File: config.mk
export PLATFORM = sky130hd
export DESIGN_NAME = led_pattern_sequencer
export DESIGN_NICKNAME = d
export VERILOG_FILES = /design/src/rtl/led_pattern_sequencer_pkg.sv /design/src/rtl/led_pattern_sequencer_tick_prescaler.sv /design/src/rtl/led_pattern_sequencer.sv
export SDC_FILE = /design/constraint.sdc
export NUM_CORES = 1
export LEC_CHECK = 0
export ABC_AREA = 1
export CORE_MARGIN = 2
export CORE_UTILIZATION = 57
export DETAILED_ROUTE_END_ITERATION = 10
export HOLD_SLACK_MARGIN = 0.15
export PLACE_DENSITY = 0.79
export SYNTH_ARGS = -nofsm -noshare
export SYNTH_HDL_FRONTEND = slang
export SYNTH_SLANG_ARGS = --single-unit
File: constraint.sdc
create_clock -name iCLK -period 2.2 [get_ports iCLK]
set_input_delay 0.44 -clock iCLK [delete_from_list [all_inputs] [get_ports iCLK]]
set_output_delay 0.44 -clock iCLK [all_outputs]
set_load 0.02 [all_outputs]
File: src/rtl/led_pattern_sequencer_pkg.sv
// Shared definitions for the LED pattern sequencer: controller states,
// pattern modes, start patterns and the bounce direction.
package led_pkg;

    // Controller state, exported on oSTATE with this exact encoding.
    typedef enum logic [1:0] {
        IDLE  = 2'd0,
        RUN   = 2'd1,
        PAUSE = 2'd2
    } state_t;

    // Pattern selection as presented on iMODE.
    localparam logic [1:0] MODE_SHL    = 2'd0;
    localparam logic [1:0] MODE_SHR    = 2'd1;
    localparam logic [1:0] MODE_BOUNCE = 2'd2;
    localparam logic [1:0] MODE_BLINK  = 2'd3;

    // Pattern shown on the START edge for each mode.
    localparam logic [7:0] INIT_SHL    = 8'h01;
    localparam logic [7:0] INIT_SHR    = 8'h80;
    localparam logic [7:0] INIT_BOUNCE = 8'h01;
    localparam logic [7:0] INIT_BLINK  = 8'hFF;

    // Travel direction of the lit LED in bounce mode.
    typedef enum logic {
        DIR_LEFT  = 1'b0,
        DIR_RIGHT = 1'b1
    } dir_t;

    // Pattern plus direction, as produced by one step.
    typedef struct packed {
        dir_t       dir;
        logic [7:0] led;
    } pattern_t;

    // Start pattern for a freshly latched mode.
    function automatic logic [7:0] init_pattern(input logic [1:0] mode);
        logic [7:0] pat;
        pat = INIT_SHL;
        case (mode)
            MODE_SHL:    pat = INIT_SHL;
            MODE_SHR:    pat = INIT_SHR;
            MODE_BOUNCE: pat = INIT_BOUNCE;
            MODE_BLINK:  pat = INIT_BLINK;
            default:     pat = INIT_SHL;
        endcase
        return pat;
    endfunction

endpackage

File: src/rtl/led_pattern_sequencer_tick_prescaler.sv
// Free-running divider that emits a one-cycle enable every TICK_DIV
// enabled clocks. Usable for any board timer that needs a strobe
// rather than a derived clock.
module tick_prescaler #(
    parameter int TICK_DIV = 524288,
    parameter int CNT_W    = 19
) (
    input  logic iCLK,
    input  logic iRST_N,
    input  logic iEN,    // count this cycle; the count holds while low
    input  logic iCLR,   // synchronous clear, wins over iEN
    output logic oTICK   // high in the last cycle of each period
);

    localparam logic [CNT_W-1:0] LAST = CNT_W'(TICK_DIV - 1);

    logic [CNT_W-1:0] cnt;

    // Period counter: wraps at LAST, holds when disabled so the phase survives a pause.
    always_ff @(posedge iCLK or negedge iRST_N) begin
        if (!iRST_N) begin
            cnt <= '0;
        end else if (iCLR) begin
            cnt <= '0;
        end else if (iEN) begin
            if (cnt == LAST) begin
                cnt <= '0;
            end else begin
                cnt <= cnt + 1'b1;
            end
        end
    end

    // The strobe is combinational so the consumer registers its effect on the wrapping edge.
    assign oTICK = iEN && !iCLR && (cnt == LAST);

endmodule

File: src/rtl/led_pattern_sequencer.sv
// Running-light sequencer for the 8-LED bank. A run/pause/idle controller
// takes the synchronised button commands and advances the selected
// pattern on each prescaler tick (RUN) or on a single-step press (PAUSE).
//
// Commands: iSTART/iSTOP/iSTEP are one-cycle pulses and iHOLD is a level;
// every command is sampled on the rising edge of iCLK and takes effect on
// that same edge. Priority is iSTOP > iSTART > iSTEP/tick.
module led_pattern_sequencer
    import led_pkg::*;
#(
    parameter int TICK_DIV = 524288,
    parameter int CNT_W    = 19
) (
    input  logic       iCLK,
    input  logic       iRST_N,
    input  logic [1:0] iMODE,
    input  logic       iSTART,
    input  logic       iSTOP,
    input  logic       iHOLD,
    input  logic       iSTEP,
    output logic [7:0] oLED,
    output logic       oTICK,
    output logic [1:0] oSTATE
);

    state_t     state_q, state_d;
    logic [7:0] led_q,   led_d;
    dir_t       dir_q,   dir_d;
    logic [1:0] mode_q,  mode_d;
    logic       tick_q,  tick_d;

    logic       pre_en;
    logic       pre_clr;
    logic       pre_tick;
    logic       do_step;
    pattern_t   nxt;

    // One pattern step for the latched mode. Bounce reverses at the
    // endpoints by moving straight to the neighbour, so each endpoint is
    // lit once per sweep and the pattern never goes dark.
    function automatic pattern_t step_pattern(input logic [1:0] mode,
                                              input logic [7:0] led,
                                              input dir_t       dir);
        pattern_t r;
        r.dir = dir;
        r.led = led;
        case (mode)
            MODE_SHL: r.led = {led[6:0], led[7]};
            MODE_SHR: r.led = {led[0], led[7:1]};
            MODE_BOUNCE: begin
                if (dir == DIR_LEFT) begin
                    if (led[7]) begin
                        r.led = 8'h40;
                        r.dir = DIR_RIGHT;
                    end else begin
                        r.led = {led[6:0], 1'b0};
                    end
                end else begin
                    if (led[0]) begin
                        r.led = 8'h02;
                        r.dir = DIR_LEFT;
                    end else begin
                        r.led = {1'b0, led[7:1]};
                    end
                end
            end
            MODE_BLINK: r.led = ~led;
            default:    r.led = led;
        endcase
        return r;
    endfunction

    // The prescaler runs only in RUN, is held at zero in IDLE (so every
    // START begins a fresh period) and freezes in PAUSE to keep its phase.
    assign pre_en  = (state_q == RUN);
    assign pre_clr = (state_q == IDLE) || iSTOP;

    tick_prescaler #(
        .TICK_DIV (TICK_DIV),
        .CNT_W    (CNT_W)
    ) u_prescaler (
        .iCLK   (iCLK),
        .iRST_N (iRST_N),
        .iEN    (pre_en),
        .iCLR   (pre_clr),
        .oTICK  (pre_tick)
    );

    assign nxt = step_pattern(mode_q, led_q, dir_q);

    // Controller next-state and pattern update; defaults hold everything.
    always_comb begin
        state_d = state_q;
        led_d   = led_q;
        dir_d   = dir_q;
        mode_d  = mode_q;
        tick_d  = 1'b0;
        do_step = 1'b0;

        case (state_q)
            IDLE: begin
                led_d = 8'h00;
                if (iSTART) begin
                    state_d = RUN;
                    mode_d  = iMODE;
                    led_d   = init_pattern(iMODE);
                    dir_d   = DIR_LEFT;
                end
            end
            RUN: begin
                if (iSTOP) begin
                    state_d = IDLE;
                    led_d   = 8'h00;
                    dir_d   = DIR_LEFT;
                end else begin
                    // A tick landing with iHOLD is applied before pausing.
                    do_step = pre_tick;
                    if (iHOLD) begin
                        state_d = PAUSE;
                    end
                end
            end
            PAUSE: begin
                if (iSTOP) begin
                    state_d = IDLE;
                    led_d   = 8'h00;
                    dir_d   = DIR_LEFT;
                end else if (!iHOLD) begin
                    // Releasing hold resumes; a step press here is dropped.
                    state_d = RUN;
                end else begin
                    do_step = iSTEP;
                end
            end
            default: begin
                state_d = IDLE;
                led_d   = 8'h00;
                dir_d   = DIR_LEFT;
            end
        endcase

        if (do_step) begin
            led_d  = nxt.led;
            dir_d  = nxt.dir;
            tick_d = 1'b1;
        end
    end

    // Controller and pattern registers; oTICK is registered alongside oLED.
    always_ff @(posedge iCLK or negedge iRST_N) begin
        if (!iRST_N) begin
            state_q <= IDLE;
            led_q   <= 8'h00;
            dir_q   <= DIR_LEFT;
            mode_q  <= MODE_SHL;
            tick_q  <= 1'b0;
        end else begin
            state_q <= state_d;
            led_q   <= led_d;
            dir_q   <= dir_d;
            mode_q  <= mode_d;
            tick_q  <= tick_d;
        end
    end

    assign oLED   = led_q;
    assign oTICK  = tick_q;
    assign oSTATE = state_q;

endmodule
Word level (Yosys, flattened, before mapping)
Cells that the tools add are included.
{"block": "totals", "out_inout_bits": 11, "inputBits": 8, "regBits": 33, "word_cells": 66}
{"block": "classes", "bitwise": 1, "addsub": 1, "muxes": 30, "n_eq_ne": 15, "n_reduce_logical": 13}
{"cell": "$mux 19", "count": 3}
{"cell": "$mux 8", "count": 4}
{"cell": "$pmux 8 s4", "count": 1}
{"cell": "$pmux 8 s3", "count": 1}
{"cell": "$add 19x1->19 const B", "count": 1}
{"cell": "$eq 19x19->1 const B", "count": 1}
{"cell": "$pmux 8 s2", "count": 1}
{"cell": "$eq 2x2->1 const B", "count": 5}
{"cell": "$mux 1", "count": 10}
{"cell": "$mux 2", "count": 5}
{"cell": "$mux 9", "count": 1}
{"cell": "$ne 3x3->1 const B", "count": 3}
{"cell": "$not 8->8", "count": 1}
{"cell": "$mux 7", "count": 1}
{"cell": "$eq 2x1->1 const B", "count": 3}
{"cell": "$logic_not 2->1", "count": 3}
{"cell": "$pmux 2 s3", "count": 1}
{"cell": "$reduce_and 3->1", "count": 2}
{"cell": "$pmux 1 s2", "count": 2}
{"cell": "$reduce_or 2->1", "count": 2}
{"cell": "$ne 3x1->1 const B", "count": 1}
{"cell": "$logic_and 1x1->1", "count": 2}
{"cell": "$ne 2x1->1 const B", "count": 1}
{"cell": "$ne 2x2->1 const B", "count": 1}
{"cell": "4 further kinds", "count": 4}

Depth between registers and ports, before layout
Gate-level depths: netlist of the first run.
{"block": "logic_depth", "depth_word": 9, "ltp_mapped": 13}

Cells and area by module
Synthesis of the first run repeated with hierarchy kept, for this count alone.
{"block": "hier_totals", "cells_unflattened": 302, "hier_area_um2": 2177.1}
{"module": "tick_prescaler", "n_inst": 1, "seq_area_each_um2": 475.5, "cells_each": 165, "area_per_inst_um2": 1231.2}
{"module": "led_pattern_sequencer", "n_inst": 1, "seq_area_each_um2": 350.3, "cells_each": 137, "area_per_inst_um2": 945.9}

Worst setup path after synthesis of the first run
No wires, ideal clock.
{"block": "synth_path", "path_type": "reg-to-reg", "from": "register state_q[0], in the netlist oSTATE[0]", "to": "register led_q[1], in the netlist oLED[1]", "setup_ps": 118, "path_slack_ps": 291, "stages_incl_launch_ff": 9, "t_arrival_ps": 1791, "required_time_ps": 2082, "period_less_slack_ps": 1909, "path_cell_list": "dfrtp_1 inv_1 ha_1 buf_2 inv_1 nor2_1 nand2_1 nand2_1 nand2_1"}
{"block": "synth_via", "elab_chain_cells": 8}
{"item": "start: declaration", "line_no": "led_pattern_sequencer.sv:26", "rtl": "state_t state_q, state_d;"}
{"item": "start signal: assignment", "line_no": "led_pattern_sequencer.sv:158", "rtl": "state_q <= state_d;"}
{"item": "$logic_not 2->1", "line_no": "led_pattern_sequencer.sv:76, led_pattern_sequencer.sv:100"}
{"item": "$logic_or 1x1->1", "line_no": "led_pattern_sequencer.sv:76", "rtl": "assign pre_clr = (state_q == IDLE) || iSTOP;"}
{"item": "$logic_not 1->1", "line_no": "led_pattern_sequencer_tick_prescaler.sv:35", "rtl": "assign oTICK = iEN && !iCLR && (cnt == LAST);"}
{"item": "$logic_and 1x1->1 (2 in a row)", "line_no": "led_pattern_sequencer_tick_prescaler.sv:35"}
{"item": "$mux 1", "line_no": "led_pattern_sequencer.sv:111", "rtl": "if (iSTOP) begin"}
{"item": "$pmux 1 s2", "line_no": "led_pattern_sequencer.sv:100", "rtl": "case (state_q)"}
{"item": "$ne 3x1->1 (no source line) / $mux 8 (equally long branches)"}
{"item": "end signal: assignment", "line_no": "led_pattern_sequencer.sv:159", "rtl": "led_q <= led_d;"}
{"item": "end: declaration", "line_no": "led_pattern_sequencer.sv:27", "rtl": "logic [7:0] led_q, led_d;"}
Parallel ways exist; a longest one is shown, timed or not.
A chain may end at the register's enable or synchronous reset.

Final worst setup path of the first run
{"block": "layout_path", "from": "register state_q[0], in the netlist oSTATE[0]", "to": "register u_prescaler.cnt[9]"}
{"block": "layout_via", "elab_chain_cells": 3}
{"item": "$logic_not 2->1", "line_no": "led_pattern_sequencer.sv:76"}
{"item": "$logic_or 1x1->1", "line_no": "led_pattern_sequencer.sv:76"}
{"item": "$mux 19 / $reduce_bool 2->1 (equally long branches)"}
{"item": "end signal: assignment", "line_no": "led_pattern_sequencer_tick_prescaler.sv:29", "rtl": "cnt <= cnt + 1'b1;"}
{"item": "end: declaration", "line_no": "led_pattern_sequencer_tick_prescaler.sv:17", "rtl": "logic [CNT_W-1:0] cnt;"}
Parallel ways exist; a longest one is shown, timed or not.

==> results of run 1 <==
==> routing by layer <==
| layer | track usage [%] | up-vias |
|---|---|---|
| met4 | 7.45 | 0 |
| met1 | 33.9 | 909 |
| met2 | 37.8 | 49 |
| li1 | - | 1024 |
| met3 | 5.38 | 5 |
| met5 | 0 | - |
==> worst max path at each step <==
stage | from | end | slack, ns
floorplan | oSTATE[0]$_DFFE_PN0P_ | oLED[1]$_DFFE_PN0P_ | 0.29
global placement | iSTOP | u_prescaler.cnt[13]$_DFFE_PN0P_ | 0.17
detailed placement | iSTOP | oLED[1]$_DFFE_PN0P_ | 0.12
CTS | oSTATE[0]$_DFFE_PN0P_ | u_prescaler.cnt[5]$_DFFE_PN0P_ | 0.33
global route | oSTATE[1]$_DFFE_PN0P_ | u_prescaler.cnt[13]$_DFFE_PN0P_ | 0.08
finish | oSTATE[0]$_DFFE_PN0P_ | u_prescaler.cnt[9]$_DFFE_PN0P_ | 0.30
==> logic make-up (layout without fill, tap and decap cells) <==
| group | count (synthesis) | in the layout |
|---|---|---|
| compound gates | 29 | 29 |
| xor+xnor | 3 | 3 |
| fa+ha+maj | 5 | 5 |
| buf+inv | 36 | 61 |
| flops | 33 | 33 |
| simple gates | 188 | 188 |
==> registers in the layout (all words and copies together), names as in the netlist <==
name	cells
oLED	8
u_prescaler.cnt	19
oSTATE	2
dir_q	1
mode_q	2
oTICK	1
==> area by class of cell <==
| class | instances | area [um^2] |
|---|---|---|
| clock buffers | 6 | 72.6 |
| clock inverters | 2 | 10.0 |
| fillers | 317 | 1180 |
| inverters | 32 | 120 |
| multi-input cells | 225 | 1140 |
| flip-flops and latches | 33 | 826 |
| well taps | 48 | 60.1 |
| repair buffers | 21 | 203 |
==> worst reg2reg max path: stages, from the launching register on <==
cell,delay [ns]
dfrtp_1,0.43
inv_1,0.10
ha_1,0.25
inv_1,0.08
nand2_1,0.11
nor2_2,0.06
nor2_1,0.24
nand2_1,0.15
nor2_1,0.14
nor2_1,0.06
nor3_1,0.20
==> power groups by stage <==
| stage | combinational, mW | clock [mW] | sequential, mW |
|---|---|---|---|
| floorplan | 0.627 | 0 | 0.824 |
| global placement | 0.941 | 0 | 0.802 |
| detailed placement | 0.940 | 0 | 0.802 |
| CTS | 0.944 | 0.445 | 0.791 |
| global route | 1.07 | 0.470 | 0.808 |
| finish | 0.946 | 0.432 | 0.792 |
==> Yosys cell counts (all sizes together) <==
library cell	number	area (um^2)
o21bai	1	7.51
a21oi	8	40.0
nor2	34	150
nand3b	1	7.51
o21ai	8	40.0
buf	4	28.8
o22ai	1	6.26
dfrtp	33	826
nor3b	2	15.0
o211ai	3	22.5
nand4	6	37.5
a31oi	2	12.5
ha	5	62.6
inv	32	120
a211oi	1	7.51
nor3	7	35.0
xor2	3	26.3
nand2	88	360
o31ai	3	22.5
or2	6	37.5
nand3	40	205
and3	1	6.26
a32o	1	10.0
nor4	3	18.8
a22oi	1	7.51
==> placed cells by master (no fill, tap or decap), types with 2 or more instances in the layout <==
cell,n
nand2_2,6
xor2_1,3
nand2_4,2
nor3_1,7
ha_1,5
nor2_4,2
clkbuf_8,5
o21ai_0,8
nor4_1,3
a31oi_1,2
or2_2,6
nor3b_1,2
buf_4,3
inv_1,31
nand2_1,80
clkinv_2,2
clkdlybuf4s50_1,18
o31ai_1,3
nand3_1,39
a21oi_1,8
dfrtp_1,33
nor2_1,29
nand4_1,6
nor2_2,3
o211ai_1,3
==> metrics by stage <==
stage / instance area [um^2] / utilization (%) / cells
final: 2430 / 67.4 / 367
after global routing: 2430 / 67.4 / 367
after CTS: 2430 / 67.4 / 367
after detailed placement: 2350 / 65.1 / 359
after global placement: 2350 / 65.1 / 359
after floorplan: 2110 / - / 294
==> out/metrics.csv, run 1 <==
metric;value;unit
worst-slew-pin-transition;0.401;ns
synth-seq-cells;33;
clock_latency;0.28;ns
seq_power_share;36.5;%
crit_top_cell;nor2_1;
largest_fanout_on_the_critical_path;6;
regToRegEndpoint;u_prescaler.cnt[9]$_DFFE_PN0P_;
worst_path_max_delay_cell;dfrtp_1;
hold_path_depth;2;
tritoncts.num_buffers;5;
tritoncts;done;
antenna_left;0;
cp_num_cells;10;
hold_start;u_prescaler.cnt[18]$_DFFE_PN0P_;
die_height;64.9;um
design.die.area;4210;um^2
whs;0.505;ns
muxShareOfSynthArea;0;%
crit_path_start_kind;flip-flop;
slew_headroom;73.0;%
slew_violations;0;
wl_per_cell;12.0;um
worst_hold_path.endpoint;u_prescaler.cnt[18]$_DFFE_PN0P_;
nNetsFinal;331;
first_global_vias;1915;
synth.yosys.seq_area_share;39.1;%
dr_wl_met3;205;um
synthAdderAreaFrac;2.96;%
switching_power;0.930;mW
synth_top_family_by_area;simple AND/OR/NAND/NOR gates;
power_density;893;nW/um^2
critical_path_class;flip-flop to flip-flop;
synth_compound_gate_area_share;8.35;%
critPathTopFamily;simple AND/OR/NAND/NOR gates;
clock_tree.root_cell;clkbuf_8;
numPortBuffers;18;
critical_path_arrival;2.10;ns
diodes;0;
post_synth_num_cell_types;33;
num_rows;22;
ioPinCount;19;
power.total;2.17;mW
cts_h_tree_depth;2;
cts.path.max_buffers;2;
rrSetupSlack;0.30;ns
number_of_vias_in_the_routed_layout;1987;
grt_antenna_before_repair;0;
final-hold-violation-count;0;
cellInternalPower;1.24;mW
power.share.clock;19.9;%
post_synth_and_or_nand_nor_area_fraction;41.3;%
synthToLayoutAreaGrowth;15.0;%
finClkSkew;0.00716;ns
share_comb_of_total_power;43.6;%
detailedPlacementHpwl;3430;um
synthesis.nets;307;
fin_setup_tns;0;ns
topRoutingLayerUsed;met4;
post_synth_inst_count;294;
grt_start_max_net_pins;34;
detail_route.drc_violations;0;
grt_pass1_wl;8040;um
drt-initial-drc-count;163;
die-width;64.9;um
worst_setup_hold_path_clk_slew;0.07;ns
cp_slowest_stage_delay;0.43;ns
drt-pass1-iter-count;4;
start_util;58.6;%
postLayoutSetupSlackWorst;0.301;ns
design.core.area;3610;um^2
layout_worst_path_cycle_share;86.3;%
leakagePower;1.15;nW
cap_violations;0;
netlist_area;2110;um^2
wl_met2;1880;um
globalRoute.totalOverflow;0;
grtUsageTotal;24.3;%
syn_avg_cell_area;7.19;um^2
rr_startpoint;oSTATE[0]$_DFFE_PN0P_;
fmax;0.526;GHz
cts.repair_timing.setup_buffer_count;0;
drt-vias-per-instance;5.41;
cts_resized;0;
vdd.ir_drop.worst;0.000737;V
gp_congestion;0.881;
outcome;finished clean;
proportion_of_layout_cells_with_a_drive_suffix_above_1;9.72;%
ctsHoldBuffers;0;
dpl_worst_slack;0.118;ns
sw_frac_of_total;42.8;%
timing.final.setup_violations;0;
min_path_type;flip-flop to flip-flop;
critPathBufInv;2;
wirelength_met1;2280;um
cts_num_sinks;33;
synth_xor_area_share;1.24;%
crit_path_cell_trace;inv_1 -> ha_1 -> inv_1 -> nand2_1 -> nor2_2 -> nor2_1 -> nand2_1 -> nor2_1 -> nor2_1 -> nor3_1;
r2r_cells;10;
critPathRequiredTime;2.40;ns
timing.critical_path.to_type;flip-flop;
period_minus_slack;1.90;ns
synth_warnings;0;
postRouteWirelength;4410;um
rsz0062_at_grt;no;
No activity file was read; power rests on OpenSTA's default activity.
==> run 2: changes to the inputs <==
- CORE_UTILIZATION: 57 -> 48
- PLACE_DENSITY: 0.79 -> 0.68
==> out/metrics.csv, run 2 (same netlist as run 1, synthesis figures left out) <==
metric;value;unit;change
largest_register_ffs;19;;unchanged
cts_h_tree_depth;2;;unchanged
detailedPlacementHpwl;3690;um;was 3430 um
worst_setup_hold_path_clk_slew;0.07;ns;about the same
start_util;49.2;%;was 58.6%
finClkSkew;0.0104;ns;was 0.00716 ns
cts_resized;0;;unchanged
largest_fanout_on_the_critical_path;11;;was 6
grt_antenna_before_repair;0;;unchanged
layout_worst_path_cycle_share;85.5;%;was 86.3%
critPathLaunch;u_prescaler.cnt[0]$_DFFE_PN0P_;;was oSTATE[0]$_DFFE_PN0P_
postRouteWirelength;4860;um;was 4410 um
nNetsFinal;332;;was 331
sequential_cell_area;826;um^2;unchanged
rrSetupSlack;0.32;ns;was 0.30 ns
crit_path_start_kind;flip-flop;;unchanged
power.total;2.27;mW;was 2.17 mW
worst-slew-pin-transition;0.496;ns;was 0.401 ns
slew_headroom;66.6;%;was 73.0%
vdd.ir_drop.worst;0.000479;V;was 0.000737 V
ioPinCount;19;;unchanged
combined_area_of_the_multi_input_logic_cells;1140;um^2;unchanged
final-hold-violation-count;0;;unchanged
layout_commonest_cell;nand2_1;;unchanged
critPathRequiredTime;2.36;ns;was 2.40 ns
synthToLayoutAreaGrowth;16.5;%;was 15.0%
detail_route.drc_violations;0;;unchanged
rsz0062_at_grt;no;;unchanged
power_density;923;nW/um^2;was 893 nW/um^2
period_minus_slack;1.88;ns;was 1.90 ns
diodes;0;;unchanged
worst_setup_path_endpoint;u_prescaler.cnt[8]$_DFFE_PN0P_;;was u_prescaler.cnt[9]$_DFFE_PN0P_
cts_num_sinks;33;;unchanged
cts.repair_timing.setup_buffer_count;0;;unchanged
first_global_vias;1944;;was 1,915
drt-initial-drc-count;113;;was 163
tritoncts;done;;unchanged
leakagePower;1.17;nW;was 1.15 nW
grtUsageTotal;22.1;%;was 24.3%
wl_per_cell;13.1;um;was 12.0 um
cap_violations;0;;unchanged
max_flop_register;u_prescaler.cnt;;unchanged
clock_tree.root_cell;clkbuf_8;;unchanged
timing.critical_path.to_type;flip-flop;;unchanged
min_path_type;flip-flop to flip-flop;;unchanged
fillCellCount;422;;was 317
drt-pass1-iter-count;4;;unchanged
critical_path_class;flip-flop to flip-flop;;unchanged
proportion_of_layout_cells_with_a_drive_suffix_above_1;10.3;%;was 9.72%
timing.final.setup_violations;0;;unchanged
rr_startpoint;u_prescaler.cnt[0]$_DFFE_PN0P_;;was oSTATE[0]$_DFFE_PN0P_
fin_setup_tns;0;ns;unchanged
num_rows;24;;was 22
regToRegEndpoint;u_prescaler.cnt[8]$_DFFE_PN0P_;;was u_prescaler.cnt[9]$_DFFE_PN0P_
drt-vias-per-instance;5.36;;was 5.41
number_of_vias_in_the_routed_layout;1994;;was 1,987
die_height;70.4;um;was 64.9 um
numPortBuffers;18;;unchanged
gp_congestion;0.849;;was 0.881
ctsHoldBuffers;0;;unchanged
clock_latency;0.28;ns;about the same
fmax;0.532;GHz;was 0.526 GHz
outcome;finished clean;;unchanged
globalRoute.totalOverflow;0;;unchanged
antenna_left;0;;unchanged
postLayoutCoreUtil;57.3;%;was 67.4%
grt_start_max_net_pins;34;;unchanged
tritoncts.num_buffers;5;;unchanged
r2r_cells;10;;unchanged
slew_violations;0;;unchanged
mostFrequentLayoutCells;80 x nand2_1, 39 x nand3_1, 33 x dfrtp_1;;unchanged
cts.path.max_buffers;2;;unchanged
design.die.area;4950;um^2;was 4210 um^2
design.core.area;4290;um^2;was 3610 um^2
critical_path_arrival;2.04;ns;was 2.10 ns
die-width;70.4;um;was 64.9 um
grt_pass1_wl;8710;um;was 8040 um
==> run 2: cell count changes in the layout (fill, tap and decap cells not counted) <==
cell,change
clkbuf_8,+2
buf_4,+1
clkbuf_1,-1
clkinv_2,-1
==> run 2: through the flow <==
step / setup slack (ns) / hold WS, ns / area [um^2] / instances
2_1_floorplan: 0.291 / 0.144 / 2110 / 294
3_3_place_gp: 0.171 / 0.484 / 2360 / 364
3_5_place_dp: 0.107 / 0.502 / 2360 / 364
4_1_cts: 0.311 / 0.521 / 2460 / 372
5_1_grt: 0.0150 / 0.544 / 2460 / 372
6_report: 0.320 / 0.526 / 2460 / 372
==> run 2: final cells by class <==
type | instances | share of cell area, %
multi-input cells | 225 | 46.3
flip-flops and latches | 33 | 33.6
repair buffers | 22 | 8.54
inverters | 32 | 4.88
clock buffers | 7 | 3.91
well taps | 52 | 2.64
clock inverters | 1 | 0.203
==> run 2: critical path, stage by stage (launching register included) <==
cell	delay (ns)
dfrtp_1	0.39
ha_1	0.21
nand2_1	0.08
nor2_1	0.16
nand2_1	0.11
nor2_4	0.14
nand2_1	0.08
nand2_1	0.11
nand2_1	0.09
inv_1	0.28
nor3_1	0.11
==> run 2: where the power goes <==
| part | total, mW | internal, mW | switching [mW] |
|---|---|---|---|
| combinational | 0.968 | 0.352 | 0.617 |
| sequential | 0.800 | 0.682 | 0.118 |
| clock | 0.502 | 0.283 | 0.220 |
| total | 2.27 | 1.32 | 0.954 |
==> run 2: routing by layer <==
| metal | vias up | track usage (%) | wire length (um) | share of wire, % |
|---|---|---|---|---|
| li1 | 1013 | - | - | - |
| met1 | 929 | 27.0 | 2200 | 45 |
| met2 | 48 | 38.9 | 2440 | 50 |
| met3 | 4 | 4.62 | 179 | 3.7 |
| met4 | 0 | 6.41 | 35 | 0.72 |
| met5 | - | 0 | 0 | 0 |
==> run 2: how the worst min path moves through the flow <==
stage / start / to / slack (ns) / cells past startpoint
2_1_floorplan: iRST_N / dir_q$_DFFE_PN0P_ / 0.14 / 0
3_3_place_gp: u_prescaler.cnt[18]$_DFFE_PN0P_ / u_prescaler.cnt[18]$_DFFE_PN0P_ / 0.48 / 2
3_5_place_dp: u_prescaler.cnt[18]$_DFFE_PN0P_ / u_prescaler.cnt[18]$_DFFE_PN0P_ / 0.50 / 2
4_1_cts: u_prescaler.cnt[18]$_DFFE_PN0P_ / u_prescaler.cnt[18]$_DFFE_PN0P_ / 0.52 / 2
5_1_grt: u_prescaler.cnt[18]$_DFFE_PN0P_ / u_prescaler.cnt[18]$_DFFE_PN0P_ / 0.54 / 2
6_report: u_prescaler.cnt[18]$_DFFE_PN0P_ / u_prescaler.cnt[18]$_DFFE_PN0P_ / 0.53 / 2
==> run 3: changes to the inputs <==
- clock period: 2.2 -> 2.3 ns (I/O delays scaled with it)
==> out/metrics.csv, run 3 (same netlist as run 1, synthesis figures left out) <==
metric;value;unit;change
ctsHoldBuffers;0;;unchanged
antenna_left;0;;unchanged
grtUsageTotal;21.8;%;was 22.1%
die-width;70.4;um;unchanged
power.share.clock;25.4;%;was 22.1%
seq_power_share;34.2;%;was 35.2%
numPortBuffers;18;;unchanged
first_global_vias;1957;;was 1,944
design.core.area;4290;um^2;unchanged
sequential_cell_area;826;um^2;unchanged
largest_register_ffs;19;;unchanged
critical_path_arrival;2.13;ns;was 2.04 ns
share_comb_of_total_power;40.4;%;was 42.7%
layout_worst_path_cycle_share;82.7;%;was 85.5%
synthToLayoutAreaGrowth;16.8;%;was 16.5%
drt-vias-per-instance;5.41;;was 5.36
critical_path_class;flip-flop to flip-flop;;unchanged
design.die.area;4950;um^2;unchanged
min_path_type;flip-flop to flip-flop;;unchanged
number_of_vias_in_the_routed_layout;2007;;was 1,994
layout_commonest_cell;nand2_1;;unchanged
clock_tree.root_cell;clkbuf_8;;unchanged
num_rows;24;;unchanged
drt-pass1-iter-count;6;;was 4
grt_pass1_wl;8600;um;was 8710 um
finish.cell_count_without_fillers;371;;was 372
fmax;0.525;GHz;was 0.532 GHz
finClkSkew;0.00687;ns;was 0.0104 ns
rsz0062_at_grt;no;;unchanged
slew_violations;0;;unchanged
final-hold-violation-count;0;;unchanged
power_density;906;nW/um^2;was 923 nW/um^2
drt-initial-drc-count;93;;was 113
leakagePower;1.17;nW;about the same
timing.final.setup_violations;0;;unchanged
detailedPlacementHpwl;3640;um;was 3690 um
detail_route.drc_violations;0;;unchanged
fin_setup_tns;0;ns;unchanged
crit_path_cell_trace;inv_1 -> ha_1 -> nor2_1 -> nand2_2 -> nand2_1 -> nor2_1 -> nand3_1 -> nor2_1 -> o21ai_0 -> inv_1;;was ha_1 -> nand2_1 -> nor2_1 -> nand2_1 -> nor2_4 -> nand2_1 -> nand2_1 -> nand2_1 -> inv_1 -> nor3_1
worst-slew-pin-transition;0.474;ns;was 0.496 ns
wl_per_cell;13.0;um;was 13.1 um
cts_h_tree_depth;2;;unchanged
fillCellCount;395;;was 422
period_minus_slack;1.90;ns;was 1.88 ns
cts_num_sinks;33;;unchanged
critPathTopFamily;simple AND/OR/NAND/NOR gates;;unchanged
ioPinCount;19;;unchanged
grt_antenna_before_repair;0;;unchanged
post-route-cell-area;2470;um^2;was 2460 um^2
outcome;finished clean;;unchanged
nNetsFinal;331;;was 332
switching_power;0.907;mW;was 0.954 mW
cp_slowest_stage_delay;0.44;ns;was 0.39 ns
combined_area_of_the_multi_input_logic_cells;1140;um^2;unchanged
crit_path_start_kind;flip-flop;;unchanged
gp_congestion;0.834;;was 0.849
critPathRequiredTime;2.53;ns;was 2.36 ns
worst_setup_hold_path_clk_slew;0.07;ns;about the same
slew_headroom;68.1;%;was 66.6%
tritoncts.num_buffers;5;;unchanged
largest_fanout_on_the_critical_path;6;;was 11
postRouteWirelength;4820;um;was 4860 um
critPathBufInv;2;;was 1
globalRoute.totalOverflow;0;;unchanged
cts_resized;0;;unchanged
tritoncts;done;;unchanged
cts.repair_timing.setup_buffer_count;0;;unchanged
max_flop_register;u_prescaler.cnt;;unchanged
vdd.ir_drop.worst;0.000487;V;was 0.000479 V
die_height;70.4;um;unchanged
worst_path_max_delay_cell;dfrtp_1;;unchanged
timing.critical_path.to_type;flip-flop;;unchanged
mostFrequentLayoutCells;80 x nand2_1, 39 x nand3_1, 33 x dfrtp_1;;unchanged
cellInternalPower;1.33;mW;was 1.32 mW
grt_start_max_net_pins;34;;unchanged
cap_violations;0;;unchanged
power.total;2.24;mW;was 2.27 mW
proportion_of_layout_cells_with_a_drive_suffix_above_1;9.72;%;was 10.3%
postLayoutCoreUtil;57.5;%;was 57.3%
sw_frac_of_total;40.6;%;was 42.0%
diodes;0;;unchanged
clock_latency;0.29;ns;was 0.28 ns
start_util;49.2;%;unchanged
dpl.cell_count;363;;was 364
placed_cell_area;2350;um^2;was 2360 um^2
crit_top_cell;nor2_1;;was nand2_1
cts.path.max_buffers;2;;unchanged
-- run 3: cell types whose count changed in the layout (fill, tap and decap cells not counted), sizes merged --
cell,before,now
bufinv,0,1
buf,4,3
clkinv,1,0
-- run 3: cell type report --
class,count,area share [%]
repair buffers,21,8.21
clock inverters,1,1.22
flip-flops and latches,33,33.5
inverters,32,4.87
clock buffers,7,3.50
well taps,52,2.64
multi-input cells,225,46.1
-- run 3: through the flow --
step	hold slack, ns	setup WS (ns)
after floorplan	0.164	0.391
after global placement	0.485	0.240
after detailed placement	0.491	0.162
after CTS	0.512	0.418
after global routing	0.542	0.121
final	0.511	0.397
-- run 3: layer usage --
metal	wire [um]	part of all wire, %	track usage (%)	up-vias
met5	0	0	0	-
met4	87	1.8	8.12	0
met3	172	3.6	4.33	8
met2	2410	50	37.2	50
met1	2150	45	27.1	934
li1	-	-	-	1015
-- run 3: tightest hold or removal path, stage by stage, from the launching register on --
cell	delay, ns
dfrtp_1	0.34
o21ai_0	0.09
inv_1	0.05
-- run 3: final timing paths --
path,from,end,slack [ns],cells after the start
setup / recovery,oSTATE[0]$_DFFE_PN0P_,u_prescaler.cnt[18]$_DFFE_PN0P_,0.40,10
hold / removal,u_prescaler.cnt[18]$_DFFE_PN0P_,u_prescaler.cnt[18]$_DFFE_PN0P_,0.51,2
setup reg to reg,oSTATE[0]$_DFFE_PN0P_,u_prescaler.cnt[18]$_DFFE_PN0P_,0.40,10
hold reg to reg,u_prescaler.cnt[18]$_DFFE_PN0P_,u_prescaler.cnt[18]$_DFFE_PN0P_,0.51,2
max in group asynchronous,iRST_N,oLED[4]$_DFFE_PN0P_,1.41,2
min in group asynchronous,iRST_N,u_prescaler.cnt[13]$_DFFE_PN0P_,0.58,2
-- run 3: power by group through the flow --
stage / logic [mW] / registers, mW / clock network, mW
3_3_place_gp: 0.903 / 0.774 / 0
2_1_floorplan: 0.600 / 0.788 / 0
3_5_place_dp: 0.903 / 0.772 / 0
4_1_cts: 0.906 / 0.763 / 0.583
6_report: 0.904 / 0.765 / 0.567
5_1_grt: 1.02 / 0.780 / 0.604
